[src/rtl/updown_counter_p.sv]
// Parametrised up/down counter with parallel load, wrap/saturate modes,
// boundary flags and wrap pulse. Optional sticky event flag: UDC_EVENT_FLAG_EN.
`timescale 1ns/1ps
module updown_counter_p #(
    parameter int unsigned      WIDTH   = 8,
    parameter logic [WIDTH-1:0] MAX_VAL = WIDTH'((64'd1 << WIDTH) - 64'd1)
) (
    input  logic             clk,
    input  logic             rst_n,
    input  logic             enable,
    input  logic             direction,
    input  logic             load,
    input  logic [WIDTH-1:0] load_value,
    input  logic             saturate,
    output logic [WIDTH-1:0] counter_out,
    output logic             at_max,
    output logic             at_min,
    output logic             wrap_pulse
`ifdef UDC_EVENT_FLAG_EN
    ,
    input  logic             event_clr,
    output logic             event_flag
`endif
);

    logic [WIDTH-1:0] count_next;
    logic             wrap_next;

    assign at_max = (counter_out == MAX_VAL);
    assign at_min = (counter_out == '0);

    // Next count: load beats enable; boundaries wrap at MAX_VAL, not 2**WIDTH.
    always_comb begin
        count_next = counter_out;
        wrap_next  = 1'b0;
        if (load) begin
            count_next = (load_value > MAX_VAL) ? MAX_VAL : load_value;
        end else if (enable) begin
            if (direction) begin
                if (!at_max) begin
                    count_next = WIDTH'(counter_out + WIDTH'(1));
                end else if (!saturate) begin
                    count_next = '0;
                    wrap_next  = 1'b1;
                end
            end else begin
                if (!at_min) begin
                    count_next = WIDTH'(counter_out - WIDTH'(1));
                end else if (!saturate) begin
                    count_next = MAX_VAL;
                    wrap_next  = 1'b1;
                end
            end
        end
    end

    always_ff @(posedge clk or negedge rst_n) begin
        if (!rst_n) begin
            counter_out <= '0;
            wrap_pulse  <= 1'b0;
        end else begin
            counter_out <= count_next;
            wrap_pulse  <= wrap_next;
        end
    end

`ifdef UDC_EVENT_FLAG_EN
    // Any count attempt past a boundary, whether it wraps or is clamped.
    logic boundary_hit;
    assign boundary_hit = !load && enable && (direction ? at_max : at_min);

    always_ff @(posedge clk or negedge rst_n) begin
        if (!rst_n) begin
            event_flag <= 1'b0;
        end else if (boundary_hit) begin
            event_flag <= 1'b1;
        end else if (event_clr) begin
            event_flag <= 1'b0;
        end
    end
`endif

endmodule

[config.mk]
export PLATFORM = sky130hd
export DESIGN_NAME = updown_counter_p
export DESIGN_NICKNAME = d
export VERILOG_FILES = /design/src/rtl/updown_counter_p.sv
export SDC_FILE = /design/constraint.sdc
export NUM_CORES = 1
export LEC_CHECK = 0
export BUFFER_PORTS_ARGS = -buffer_cell sky130_fd_sc_hd__buf_2
export CAP_MARGIN = 20
export CORE_MARGIN = 5
export CORE_UTILIZATION = 46
export DETAILED_ROUTE_END_ITERATION = 16
export PLACE_DENSITY_LB_ADDON = 0.15
export SLEW_MARGIN = 20
export SYNTH_ARGS = -nofsm -noshare
export SYNTH_HDL_FRONTEND = slang
export SYNTH_SLANG_ARGS = --single-unit
export TNS_END_PERCENT = 1
[constraint.sdc]
create_clock -name clk -period 2.7 [get_ports clk]
set_input_delay 0.27 -clock clk [delete_from_list [all_inputs] [get_ports clk]]
set_output_delay 0.27 -clock clk [all_outputs]
set_load 0.03 [all_outputs]
==> results of run 1 <==
-- stage by stage --
| step | instances | hold slack [ns] |
|---|---|---|
| floorplan | 123 | -0.0256 |
| global placement | 165 | 0.141 |
| detailed placement | 165 | 0.140 |
| CTS | 170 | 0.206 |
| global route | 170 | 0.212 |
| finish | 170 | 0.214 |
-- worst max-delay path: stages (launching register included) --
cell and delay, ns:
dfrtp_1 0.53, or3_4 0.46, nor4_4 0.48, o21ai_1 0.29, o311ai_0 0.20, a31oi_1 0.14
-- area by class of cell --
type	instances	area, um2	area share [%]
multi-input cells	97	621	58.2
flip-flops and latches	9	225	21.1
repair buffers	25	130	12.2
well taps	27	33.8	3.17
inverters	8	30.0	2.82
clock buffers	4	26.3	2.46
-- layer usage --
| layer | GRT usage, % | wire [um] | vias up |
|---|---|---|---|
| met2 | 32.7 | 1230 | 31 |
| met5 | 0 | 0 | - |
| met1 | 23.3 | 1100 | 462 |
| met3 | 7.08 | 177 | 0 |
| li1 | - | - | 499 |
| met4 | 4.15 | 0 | 0 |
-- synth_stat cells --
cell type and number:
nor3_1 3, o31ai_1 5, nand3_1 6, nand2_1 13, o311ai_0 1, o21ai_0 6, a21oi_1 7, and3_1 1
a22o_1 1, o31ai_2 1, buf_6 1, o21ai_1 2, ha_1 3, and4_1 1, mux2i_1 1, inv_1 8
o211ai_1 3, nand4b_1 1, nor4_4 1, nor3b_1 1, a41oi_1 1, buf_1 1, buf_2 1, xnor2_1 2
nor4_1 2, nand2b_1 3, or2_2 3, o21a_4 1, o31a_1 2, clkbuf_1 6, o32ai_1 1, nand4_1 3
dfrtp_1 9, nor2b_1 1, nor2_1 11, or3_4 1, a211oi_1 3, a2111oi_0 1, o32a_1 1, a31oi_1 4
-- state kept, by name, summed over array words and instances, names as in the netlist --
signal and count:
counter_out 8, wrap_pulse 1
-- power by group --
part	internal (mW)	switching (mW)	total, mW	leakage, nW
sequential	0.148	0.0380	0.186	0.109
clock	0.0569	0.0459	0.103	0.0150
combinational	0.0659	0.102	0.168	0.325
total	0.271	0.186	0.456	0.448
-- logic make-up after synthesis --
group	Yosys count	synth area share, %
AOI/OAI and AO/OA	40	30.7
xor gates and xnor gates	2	1.91
adders and majority gates	3	4.09
buffers and inverters	17	7.90
muxes	1	1.09
and+or+nand+nor	51	29.8
DFF	9	24.5
-- final timing paths --
kind                                start             end  cells after the start
max                        counter_out[2]  counter_out[3]                      5
min                         load_value[7]  counter_out[7]                      3
max reg2reg                counter_out[2]  counter_out[3]                      5
min reg2reg                counter_out[1]  counter_out[1]                      2
max in group asynchronous           rst_n  counter_out[2]                      2
min in group asynchronous           rst_n  counter_out[7]                      2
==> impl_metrics.py, run 1 <==
metrics = {
    "clock_tree": {
        "cts_sinks": 9,
        "ctsLongestPathBuffers": 2,
        "cts_buffers": 3,
        "cts_tree": "built",
        "clkTransAtPathRegs_ns": 0.06,
        "cts_setup_buffers": 0,
        "h-tree-depth": 1,
        "ctsHoldBuffers": 1,
        "post_cts_resized": 0,
        "clk-insertion-delay-late_ns": 0.26,
        "clock-root-buffer": "clkbuf_4",
    },
    "logic_synthesis": {
        "synth_area_um2": 918,
        "yosysWarnings": 0,
        "synth_area_per_cell_um2": 7.47,
        "synth_nets": 140,
        "synth.top_cells.by_area": "dfrtp_1 (25%), nand2_1 (5.3%), nor2_1 (4.5%), ha_1 (4.1%), o31ai_1 (4.1%)",
        "syn_inst": 123,
        "synth_cell_types": 40,
        "yosysSeqAreaShare_pct": 24.5,
        "synth_top_area_share_pct": 24.5,
        "yosys.area.top_type": "dfrtp_1",
        "synth_seq_cells": 9,
    },
    "sta": {
        "finalHoldViolCount": 0,
        "skew_ns": 0.00206,
        "worstMarginPinSlew_ns": 0.491,
        "setup_tns_ns": 0,
        "rsz0062_at_grt": "false",
        "maxSlewHeadroom_pct": 66.5,
        "max_freq_ghz": 0.448,
        "period_needed_ns": 2.23,
        "setup_ws_ns": 0.468,
        "period_share_pct": 82.6,
        "setup_viol": 0,
        "final_max_slew_viol_count": 0,
    },
    "critical_path": {
        "reg2reg_slack_ns": 0.47,
        "cp-start-kind": "flip-flop",
        "cp-end-kind": "flip-flop",
        "critical_path.max_fanout": 15,
        "path_class": "reg2reg",
        "arrival_ns": 2.36,
        "crit_required_ns": 2.83,
    },
    "floorplanning": {
        "dieArea_um2": 2990,
        "top_level_ports": 25,
        "initial_core_util_pct": 47.3,
        "die-width_um": 54.7,
        "die_h_um": 54.7,
        "core_area_um2": 1940,
        "rows": 16,
    },
    "cells_and_area": {
        "final_nets": 161,
        "final_cell_mix": "buf_2 (24), nand2_1 (13), nor2_1 (11), dfrtp_1 (9), inv_1 (8)",
        "fillCellCount": 205,
        "final_common_cell": "buf_2",
        "fin_util_pct": 54.9,
        "stdcell_area_um2": 1070,
        "drive_gt1_share_pct": 23.8,
        "insertedDiodeCount": 0,
        "area_growth_syn_to_layout_pct": 16.1,
    },
    "global_route": {
        "grt_pass1_vias": 958,
        "grtUsageTotal_pct": 19.4,
        "overflow": 0,
        "grt_max_degree": 19,
        "antenna_found_initial": 0,
        "grt_pass1_wl_mm": 4.21,
    },
    "place": {
        "dp.final_hpwl_mm": 1.85,
        "dpl_cell_area_um2": 1030,
        "port_buffers": 24,
        "gp_congestion": 0.861,
        "dp_slack_ns": 0.464,
    },
    "drt": {
        "drt-pass1-iter-count": 4,
        "drt_drc_violations_left": 0,
        "wirelength_mm": 2.50,
        "drt-initial-drc-count": 30,
        "wire_per_inst_um": 14.7,
        "detail-route-antenna-nets": 0,
        "vias_per_cell": 5.84,
        "vias": 992,
    },
    "power_and_ir_drop": {
        "peakVddDrop_v": 0.000267,
        "p_leak_nw": 0.448,
        "powerDensity_nw_per_um2": 428,
        "power_uw": 456,
    },
    "outcome": {
        "status": "complete, no violations",
    },
    "hold_path": {
        "hold_class": "in2reg",
    },
    "run": {
        "maxCapViolations": 0,
    },
}
(Power assumes the default switching activity.)
==> run 2: changes to the inputs <==
==> constraint.sdc (replaced) <==
create_clock -name clk -period 2 [get_ports clk]
set_input_delay 0.2 -clock clk [delete_from_list [all_inputs] [get_ports clk]]
set_output_delay 0.2 -clock clk [all_outputs]
set_load 0.03 [all_outputs]
==> impl_metrics.py, run 2 (synthesis results as in run 1) <==
metrics = {
    "outcome": {
        "status": "complete, no violations",
    },
    "place": {
        "gp_congestion": 0.872,
        "dp_slack_ns": 0.143,
        "port_buffers": 24,
        "dpl_cell_area_um2": 1100,
        "dp.final_hpwl_mm": 2.05,
        "dp.cells": 173,
    },
    "power_and_ir_drop": {
        "power_uw": 655,
        "p_leak_nw": 0.486,
        "peakVddDrop_v": 0.000533,
        "powerDensity_nw_per_um2": 570,
    },
    "global_route": {
        "antenna_found_initial": 0,
        "grt_pass1_wl_mm": 4.38,
        "grt_max_degree": 19,
        "grtUsageTotal_pct": 19.9,
        "grt_pass1_vias": 967,
        "overflow": 0,
    },
    "cells_and_area": {
        "fin_util_pct": 59.2,
        "finalNonFillerCells": 178,
        "reg_top3": "counter_out x8, wrap_pulse x1",
        "final_nets": 169,
        "stdcell_area_um2": 1150,
        "seqCellArea_um2": 229,
        "final_cell_mix": "buf_2 (24), nand2_1 (13), nor2_1 (9), inv_1 (8), buf_4 (8)",
        "area_growth_syn_to_layout_pct": 25.2,
        "largest_reg_flops": 8,
        "fillCellCount": 195,
        "drive_gt1_share_pct": 32.5,
        "top_register": "counter_out",
        "insertedDiodeCount": 0,
        "multiInputGateArea_um2": 641,
        "final_common_cell": "buf_2",
    },
    "sta": {
        "rsz0062_at_grt": "false",
        "worstMarginPinSlew_ns": 0.373,
        "setup_viol": 0,
        "holdWs_ns": 0.141,
        "final_max_slew_viol_count": 0,
        "maxSlewHeadroom_pct": 74.9,
        "setup_ws_ns": 0.130,
        "finalHoldViolCount": 0,
        "period_needed_ns": 1.87,
        "setup_tns_ns": 0,
        "max_freq_ghz": 0.535,
        "skew_ns": 0.000485,
        "period_share_pct": 93.5,
    },
    "critical_path": {
        "critPathBufInv": 1,
        "slowest_delay_ns": 0.46,
        "crit_required_ns": 2.19,
        "cp-end-kind": "flip-flop",
        "cpLargestDelayFamily": "simple AND/OR/NAND/NOR gates",
        "cp-start-kind": "flip-flop",
        "worstReg2RegStart": "counter_out[6]",
        "slowest_stage": "dfrtp_1",
        "arrival_ns": 2.06,
        "worstPathCellList": "or2_2, nor4_4, buf_4, nor2_1, o31a_1, o21ai_1",
        "path_class": "reg2reg",
        "critical_path.max_fanout": 6,
        "crit_start": "counter_out[6]",
    },
    "floorplanning": {
        "initial_core_util_pct": 47.3,
        "die-width_um": 54.7,
        "dieArea_um2": 2990,
        "top_level_ports": 25,
        "rows": 16,
        "core_area_um2": 1940,
        "die_h_um": 54.7,
    },
    "clock_tree": {
        "clk-insertion-delay-late_ns": 0.26,
        "clock-root-buffer": "clkbuf_4",
        "cts_buffers": 3,
        "h-tree-depth": 1,
        "cts_setup_buffers": 0,
        "cts_tree": "built",
        "ctsLongestPathBuffers": 2,
        "clkTransAtPathRegs_ns": 0.06,
        "cts_sinks": 9,
    },
    "drt": {
        "wl_met2_mm": 1.39,
        "routed.top_layer": "met4",
        "vias_per_cell": 5.95,
        "wire_per_inst_um": 15.3,
        "drt_drc_violations_left": 0,
        "vias": 1059,
        "wl_met3_um": 203,
        "drt-pass1-iter-count": 4,
        "drt-initial-drc-count": 39,
        "detail-route-antenna-nets": 0,
        "drt-met1-wl_mm": 1.12,
        "wirelength_mm": 2.73,
    },
    "hold_path": {
        "worstHoldStart": "load_value[7]",
        "hold_class": "in2reg",
    },
    "run": {
        "maxCapViolations": 0,
    },
}
==> run 2: final timing paths <==
path | to | slack, ns | depth (start not counted)
max | counter_out[6] | 0.13 | 6
min | counter_out[7] | 0.14 | 3
max reg2reg | counter_out[6] | 0.13 | 6
min reg2reg | counter_out[1] | 0.69 | 2
max in group asynchronous | counter_out[0] | 1.47 | 2
min in group asynchronous | counter_out[7] | 0.33 | 2
==> run 2: tightest hold or removal path, delay by kind of cell <==
kind	cells	cell delay (ns)
AOI/OAI and AO/OA	1	0.05
buffers and inverters	1	0.08
and+or+nand+nor	1	0.04
==> run 2: what timing repair did <==
item,CTS,global route
gates resized for setup,0,3
hold buffers,1,0
setup endpoints to repair,0,4
endpoints found under the hold margin,9,0
==> run 2: area by class of cell <==
class                           instances  area share (%)
Multi-Input combinational cell         97            55.7
Sequential cell                         9            19.9
Timing Repair Buffer                   33            16.5
Tap cell                               27            2.94
Inverter                                8            2.61
Clock buffer                            4            2.29
==> run 2: layer usage <==
metal | global-route usage (%) | vias to the layer above
met3 | 5.18 | 2
met5 | 0 | -
met4 | 3.32 | 0
li1 | - | 512
met1 | 25.0 | 505
met2 | 34.3 | 40
==> run 2: power breakdown <==
| group | total [mW] | leakage (nW) | internal (mW) | switching, mW |
|---|---|---|---|---|
| logic | 0.285 | 0.366 | 0.108 | 0.177 |
| clock network | 0.144 | 0.0150 | 0.0771 | 0.0670 |
| registers | 0.226 | 0.106 | 0.201 | 0.0247 |
| total | 0.655 | 0.486 | 0.386 | 0.269 |
==> run 3: changes to the inputs <==
--- a/config.mk
+++ b/config.mk
@@ -10,6 +10,7 @@
 export CORE_MARGIN = 5
 export CORE_UTILIZATION = 46
 export DETAILED_ROUTE_END_ITERATION = 16
+export GPL_ROUTABILITY_DRIVEN = 1
 export PLACE_DENSITY_LB_ADDON = 0.15
 export SLEW_MARGIN = 20
 export SYNTH_ARGS = -nofsm -noshare
==> constraint.sdc (replaced) <==
create_clock -name clk -period 2 [get_ports clk]
set_input_delay 0.4 -clock clk [delete_from_list [all_inputs] [get_ports clk]]
set_output_delay 0.4 -clock clk [all_outputs]
set_load 0.03 [all_outputs]
==> impl_metrics.py, run 3 (synthesis results as in run 1) <==
metrics = {
    "sta": {
        "period_needed_ns": 1.93,
        "worstMarginPinSlew_ns": 0.408,
        "rsz0062_at_grt": "true",
        "final_max_slew_viol_count": 0,
        "finalHoldViolCount": 0,
        "setup_viol": 0,
        "skew_ns": 0.00306,
        "period_share_pct": 96.3,
        "max_freq_ghz": 0.519,
        "maxSlewHeadroom_pct": 72.6,
    },
    "cells_and_area": {
        "area_growth_syn_to_layout_pct": 30.1,
        "fillCellCount": 191,
        "insertedDiodeCount": 0,
        "reg_top3": "counter_out x8, wrap_pulse x1",
        "drive_gt1_share_pct": 32.9,
        "final_cell_mix": "buf_2 (23), buf_4 (15), nand2_1 (13), nor2_1 (10), dfrtp_1 (9)",
        "final_common_cell": "buf_2",
        "fin_util_pct": 61.5,
        "finalNonFillerCells": 185,
        "top_register": "counter_out",
        "largest_reg_flops": 8,
        "final_nets": 176,
    },
    "critical_path": {
        "slowest_delay_ns": 0.53,
        "cp-end-kind": "primary output",
        "path_class": "reg2out",
        "critical_path.max_fanout": 9,
        "worstPathCellList": "nand4_1, nor2_2, buf_2",
        "crit_required_ns": 1.60,
        "cp-start-kind": "flip-flop",
        "r2r_cells": 6,
        "arrival_ns": 1.53,
        "slowest_stage": "dfrtp_1",
    },
    "floorplanning": {
        "core_area_um2": 1940,
        "die-width_um": 54.7,
        "rows": 16,
        "top_level_ports": 25,
        "die_h_um": 54.7,
        "initial_core_util_pct": 47.3,
        "dieArea_um2": 2990,
    },
    "run": {
        "maxCapViolations": 0,
    },
    "drt": {
        "drt-pass1-iter-count": 4,
        "vias_per_cell": 5.99,
        "drt_drc_violations_left": 0,
        "vias": 1108,
        "wirelength_mm": 2.88,
        "wire_per_inst_um": 15.6,
        "drt-initial-drc-count": 36,
        "detail-route-antenna-nets": 0,
    },
    "clock_tree": {
        "h-tree-depth": 1,
        "clkTransAtPathRegs_ns": 0.07,
        "clk-insertion-delay-late_ns": 0.27,
        "cts_buffers": 3,
        "clock-root-buffer": "clkbuf_4",
        "cts_sinks": 9,
        "ctsLongestPathBuffers": 2,
        "cts_tree": "built",
    },
    "global_route": {
        "grt_pass1_vias": 999,
        "overflow": 0,
        "antenna_found_initial": 0,
        "grt_max_degree": 15,
        "grt_pass1_wl_mm": 4.39,
        "grtUsageTotal_pct": 20.6,
    },
    "outcome": {
        "status": "complete, no violations",
    },
    "hold_path": {
        "whs_path_depth": 3,
        "hold_class": "in2reg",
    },
    "place": {
        "dp.cells": 179,
        "dp.final_hpwl_mm": 2.14,
        "gp_congestion": 0.900,
        "port_buffers": 24,
    },
    "power_and_ir_drop": {
        "power_uw": 683,
        "powerDensity_nw_per_um2": 572,
        "peakVddDrop_v": 0.000318,
        "p_leak_nw": 0.522,
    },
}
==> run 3: cell types whose count changed in the layout (fill, tap and decap cells not counted), sizes merged <==
| cell | change |
|---|---|
| buf | +6 |
| clkbuf | +1 |
==> run 3: worst max-delay path: cells and delay by family, from the launching register on <==
kind | cells | cell delay, ns
buffers and inverters | 1 | 0.22
AND/OR/NAND/NOR | 2 | 0.50
flip-flops | 1 | 0.53
==> run 3: final timing paths <==
| check | to | startpoint | slack (ns) |
|---|---|---|---|
| worst max-delay path | at_max | counter_out[6] | 0.07 |
| worst min-delay path | counter_out[4] | load_value[4] | 0.34 |
| worst max register to register | counter_out[6] | counter_out[4] | 0.10 |
| worst min register to register | counter_out[7] | counter_out[7] | 0.74 |
| max in group asynchronous | counter_out[3] | rst_n | 1.27 |
| min in group asynchronous | counter_out[5] | rst_n | 0.53 |
==> run 3: repair_timing <==
action | in CTS | in global routing
hold endpoints to repair | 9 | 0
buffers inserted | 0 | 1
endpoints found under the setup margin | 0 | 5
hold buffers | 1 | 0
resized for setup | 0 | 3
==> run 3: per-stage QoR <==
| step | hold slack [ns] | worst slack (ns) | area (um2) | TNS [ns] |
|---|---|---|---|---|
| 2_1_floorplan | 0.104 | -0.134 | 926 | -0.444 |
| 4_1_cts | 0.337 | 0.0235 | 1180 | 0 |
| 6_report | 0.342 | 0.0737 | 1190 | 0 |
| 3_5_place_dp | 0.277 | 0.0365 | 1140 | 0 |
| 3_3_place_gp | 0.273 | 0.134 | 1140 | 0 |
| 5_1_grt | 0.360 | -0.0150 | 1190 | -0.0275 |
==> run 3: layer usage <==
| layer | wire length (um) | share of wire (%) | global-route usage, % |
|---|---|---|---|
| met4 | 58 | 2.0 | 12.0 |
| met1 | 1250 | 43 | 26.6 |
| met2 | 1410 | 49 | 31.7 |
| met5 | 0 | 0 | 0 |
| met3 | 161 | 5.6 | 3.54 |
==> run 3: power breakdown <==
| group | internal [mW] | leakage, nW | switching (mW) |
|---|---|---|---|
| combinational | 0.124 | 0.398 | 0.182 |
| sequential | 0.200 | 0.109 | 0.0238 |
| clock | 0.0772 | 0.0150 | 0.0759 |
==> run 3: final cells by class <==
class	count	area (um2)	share of cell area, %
multi-input combinational	97	634	53.1
timing repair buffer	40	245	20.5
sequential	9	225	18.8
tap	27	33.8	2.83
inverter	8	30.0	2.51
clock buffer	4	26.3	2.20
